## src/rtl/seg7_scan_recoverer.sv

```systemverilog
// Receive side of a scanned 7-segment bus: debounces each {seg,dig_sel} pattern,
// decodes it to a hex nibble in its slot and hands off complete words with valid/ready.
module seg7_scan_recoverer #(
   parameter int NDIG       = 8,
   parameter int STABLE_CYC = 4
) (
   input  logic              clk,
   input  logic              rst,
   input  logic [6:0]        seg,
   input  logic [NDIG-1:0]   dig_sel,
   output logic [4*NDIG-1:0] word,
   output logic              word_valid,
   input  logic              word_ready,
   output logic [NDIG-1:0]   filled,
   output logic              seg_err,
   output logic              digit_err,
   output logic              ovf
);

   localparam int SW = 7 + NDIG;
   localparam int CW = $clog2(STABLE_CYC + 1);
   localparam int IW = (NDIG > 1) ? $clog2(NDIG) : 1;

   typedef enum logic {TRACK, LOCKED} state_t;

   state_t          state;
   logic [SW-1:0]   samp;
   logic [CW-1:0]   cnt;
   logic [CW-1:0]   cnt_nx;
   logic            same;
   logic            accept;
   logic            multi;
   logic [4:0]      dec;
   logic [IW-1:0]   idx;
   logic            hand;
   logic            store;
   logic [NDIG-1:0] filled_nx;

   // Returns {hit, nibble}; hit=0 for any pattern outside the hex font.
   function automatic logic [4:0] seg_decode(input logic [6:0] s);
      case (s)
         7'h7E: return 5'h10;  7'h30: return 5'h11;
         7'h6D: return 5'h12;  7'h79: return 5'h13;
         7'h33: return 5'h14;  7'h5B: return 5'h15;
         7'h5F: return 5'h16;  7'h70: return 5'h17;
         7'h7F: return 5'h18;  7'h7B: return 5'h19;
         7'h77: return 5'h1A;  7'h1F: return 5'h1B;
         7'h4E: return 5'h1C;  7'h3D: return 5'h1D;
         7'h4F: return 5'h1E;  7'h47: return 5'h1F;
         default: return 5'h00;
      endcase
   endfunction

   // NOTE: every variable in this block gets a default first so no latch is inferred.
   always_comb begin
      same   = ({seg, dig_sel} == samp);
      cnt_nx = CW'(1);
      if (same)
         cnt_nx = (cnt == CW'(STABLE_CYC)) ? cnt : cnt + CW'(1);
      accept = (state == TRACK) && (cnt_nx == CW'(STABLE_CYC)) && (|dig_sel);
      multi  = |(dig_sel & (dig_sel - NDIG'(1)));
      dec    = seg_decode(seg);
      idx    = '0;
      for (int i = 0; i < NDIG; i++)
         if (dig_sel[i]) idx = idx | IW'(i);
      hand      = word_valid & word_ready;
      store     = accept & ~multi & dec[4] & (~word_valid | word_ready);
      filled_nx = (hand ? '0 : filled) | (store ? dig_sel : '0);
   end

   // NOTE: sequential state uses non-blocking assignments only; reset is synchronous.
   always_ff @(posedge clk) begin
      if (rst) begin
         state      <= TRACK;
         samp       <= '0;
         cnt        <= '0;
         word       <= '0;
         word_valid <= 1'b0;
         filled     <= '0;
         seg_err    <= 1'b0;
         digit_err  <= 1'b0;
         ovf        <= 1'b0;
      end else begin
         samp <= {seg, dig_sel};
         cnt  <= cnt_nx;
         case (state)
            TRACK:  if (cnt_nx == CW'(STABLE_CYC)) state <= LOCKED;
            LOCKED: if (!same) state <= TRACK;
            default: state <= TRACK;
         endcase

         digit_err <= accept & multi;
         seg_err   <= accept & ~multi & ~dec[4];
         ovf       <= accept & ~multi & dec[4] & word_valid & ~word_ready;

         // Handoff is applied before the store, so a coincident capture starts a fresh word.
         filled     <= filled_nx;
         word_valid <= store ? (&filled_nx) : (word_valid & ~word_ready);
         if (store)
            word[4*idx +: 4] <= dec[3:0];
      end
   end

endmodule
```

## config.mk

```make
export PLATFORM = sky130hd
export DESIGN_NAME = seg7_scan_recoverer
export DESIGN_NICKNAME = d
export VERILOG_FILES = /design/src/rtl/seg7_scan_recoverer.sv
export SDC_FILE = /design/constraint.sdc
export NUM_CORES = 1
export LEC_CHECK = 0
export BUFFER_PORTS_ARGS = -buffer_cell sky130_fd_sc_hd__buf_4
export CAP_MARGIN = 20
export CORE_AREA = 5 5 86 88
export DETAILED_ROUTE_END_ITERATION = 16
export DIE_AREA = 0 0 91 93
export PLACE_DENSITY = 0.8
export SLEW_MARGIN = 10
export SYNTH_ARGS = -nofsm -noshare
export SYNTH_HDL_FRONTEND = slang
export SYNTH_SLANG_ARGS = --single-unit
```

## constraint.sdc

```tcl
create_clock -name clk -period 3.2 [get_ports clk]
set_clock_uncertainty 0.1 [all_clocks]
set_input_delay 0.64 -clock clk [delete_from_list [all_inputs] [get_ports clk]]
set_output_delay 0.64 -clock clk [all_outputs]
set_load 0.01 [all_outputs]
```

==> metrics.txt <==
outcome=finished, final reports clean; Slew @ Worst Pin=571 ps; Detail Placement HPWL=5.25 mm; Die H=93 µm; Worst Hold Launch=word[16]$_SDFFE_PP0P_; max incr delay on CP=620 ps; clk_lat worst skew=340 ps; first-pass GRT wire length=13.1 mm; Final Core Density=0.580; crit-path max FO=43; worst path arrival time=2890 ps; drt total wl=7.56 mm; EDFF count, synth=0; Global Route Usage Sum=0.187; Die X=91 µm; n_diodes=0; CTS Root Cell=clkbuf_8; final routed DRC violation total=0; placed cell count=463; Starting Density=0.480; Gate Count Post-Synth=353; routed len/inst=15.8 µm; layout cells sized above 1=0.226; post-layout minimum cycle time=2770 ps; P_leak=1.57 nW; hold buffers post-CTS=0; Max-Cap Viols=0; Nets=416; cell area after synthesis=3150 µm²; hold endpoint=word[16]$_SDFFE_PP0P_; postcts setup bufs=0; synth unique cells=52; CTS tree=yes; H-Tree Depth=3; flops & latches, synth=63; number of global-route vias before repair=2,743; Worst setup EP type=register; worst slack, placed=169 ps; Register-to-Register Path Depth=9; row count=30; Max-slew headroom=0.619; setup ws final=429 ps; asr flop ratio synth=0; Synthesis Warnings=0; # IOs=62; Area growth, synth to finish=20.8%; largest cells by area after synthesis=dfxtp_1 40%, a31oi_1 4.4%, xor2_1 4.2%, nor2_1 3.8%, nor2b_1 3.6%; initial antenna violation count=0; Max Fclk=361 MHz; share of the synthesized area in the top cell type=0.400; non-filler instance count after layout=479; pwr/cell area=424 nW/µm²; vias per cell=5.82; Initial DRC Count=154; Clock Path Buffers=2; register area share after synthesis=0.400; IO buf count=61; startpoint types=register; largest area contributor in the netlist=dfxtp_1; Die ar.=8460 µm²; Post-synth top flop=dfxtp_1; Max Slew Vio Count=0; Peak VDD IR=0.223 mV; # setup viols final=0; Core Area=6570 µm²; setup slack, reg-to-reg=430 ps; final hold vios=0; Via Count=2,787; crit-path cells=inv_1, ha_1, nor2b_1, mux2i_1, or4b_1, nor4_4, buf_12, nand3_1, mux2i_1; reg2reg end=word[8]$_SDFFE_PP0P_; TNS Setup=0 ps; Top Family by Delay on Critical Path=simple AND/OR/NAND/NOR gates; Synth Area per Inst=8.94 µm²; Gates resized, CTS repair=0; Tightest Hold Check Type=register to register; TritonCTS Sinks=63; R2R Path Start=cnt[0]$_SDFF_PP0_; Hold Path Depth=1; clock-pin slew on the worst setup and hold paths=70 ps; Critical Path Most Common Cell=mux2i_1; hold_ws=374 ps; Antenna Nets Post-Route=0; slowest cell on the critical path=or4b_1; First-pass DRT Iterations=4; Inserted Clock Buffers=9; total grt overflow=0; gpl congestion=0.856; synthesized net count=375; RSZ-0062 raised after global routing=no; largest net degree at the start of global routing=60; Critical path buffers and inverters=2; CP required=3320 ps; critical path class=register to register; period utilisation layout=0.866
==> per-stage QoR <==
step	cell area (µm²)	power, mW
2_1_floorplan	3150	0.927
3_3_place_gp	3620	0.967
3_5_place_dp	3620	0.972
4_1_cts	3810	1.63
5_1_grt	3810	1.68
6_report	3810	1.62
==> placed cells by master (no fill, tap or decap), types with 4 or more instances in the layout <==
| cell type | netlist | layout |
|---|---|---|
| nor3b_1 | 4 | 4 |
| a311oi_1 | 9 | 9 |
| a31oi_1 | 22 | 22 |
| ha_1 | 4 | 4 |
| nor4_1 | 10 | 10 |
| inv_1 | 4 | 4 |
| buf_4 | 2 | 66 |
| nand2_1 | 12 | 12 |
| nor3_1 | 9 | 9 |
| dfxtp_1 | 63 | 63 |
| xor2_1 | 15 | 15 |
| clkbuf_8 | 0 | 9 |
| nand2b_1 | 13 | 13 |
| a41o_1 | 8 | 8 |
| nand3_1 | 5 | 5 |
| a32oi_1 | 9 | 9 |
| mux2i_1 | 10 | 10 |
| and4_1 | 4 | 4 |
| a21oi_1 | 12 | 12 |
| nor2_1 | 32 | 32 |
| nor2b_1 | 18 | 18 |
| and3_1 | 6 | 6 |
==> how the worst max path moves through the flow <==
stage                       from                     to  slack [ps]  depth (start not counted)
6_report       cnt[0]$_SDFF_PP0_   word[8]$_SDFFE_PP0P_         430                          9
5_1_grt        cnt[0]$_SDFF_PP0_  word[10]$_SDFFE_PP0P_         230                          9
4_1_cts        cnt[0]$_SDFF_PP0_   word[8]$_SDFFE_PP0P_         450                          9
3_5_place_dp          dig_sel[5]  word[29]$_SDFFE_PP0P_         170                          9
3_3_place_gp          dig_sel[5]  word[29]$_SDFFE_PP0P_         240                          9
2_1_floorplan         dig_sel[5]  word[23]$_SDFFE_PP0P_         -70                          9
==> cell usage after synthesis, types with 10 or more instances <==
cell type,instances
a21oi_1,12
a31oi_1,22
buf_2,15
clkbuf_1,19
dfxtp_1,63
mux2i_1,10
nand2_1,12
nand2b_1,13
nor2_1,32
nor2b_1,18
nor4_1,10
xor2_1,15
==> registers in the layout, indices dropped and copies added (netlist names) <==
signal,flops
cnt,3
digit_err,1
filled,8
ovf,1
samp,15
seg_err,1
state,1
word,32
word_valid,1
==> cell type report <==
cell class	instances	area (µm²)
multi-input combinational	248	1710
timing repair buffer	68	536
tap	80	100
clock inverter	6	61.3
clock buffer	10	128
inverter	4	15.0
fill	582	2760
sequential	63	1260
==> cell families after synthesis <==
| family | Yosys count | share of synthesized area |
|---|---|---|
| xor gates and xnor gates | 17 | 0.0472 |
| AOI/OAI and AO/OA | 79 | 0.188 |
| muxes | 10 | 0.0317 |
| adders and majority gates | 7 | 0.0254 |
| and+or+nand+nor | 135 | 0.250 |
| DFF | 63 | 0.400 |
| buffers and inverters | 42 | 0.0583 |
==> report_power, final <==
part	internal [mW]	total (mW)	switching (mW)
combinational	0.0626	0.155	0.0929
sequential	0.795	0.799	0.00473
clock	0.357	0.662	0.305
==> metal layers <==
layer  part of all wire  track usage
met5                  0            0
met4             0.0082       0.0685
met3              0.061       0.0595
met2               0.49        0.300
met1               0.44        0.235
Power figures use the tool's default switching activity.
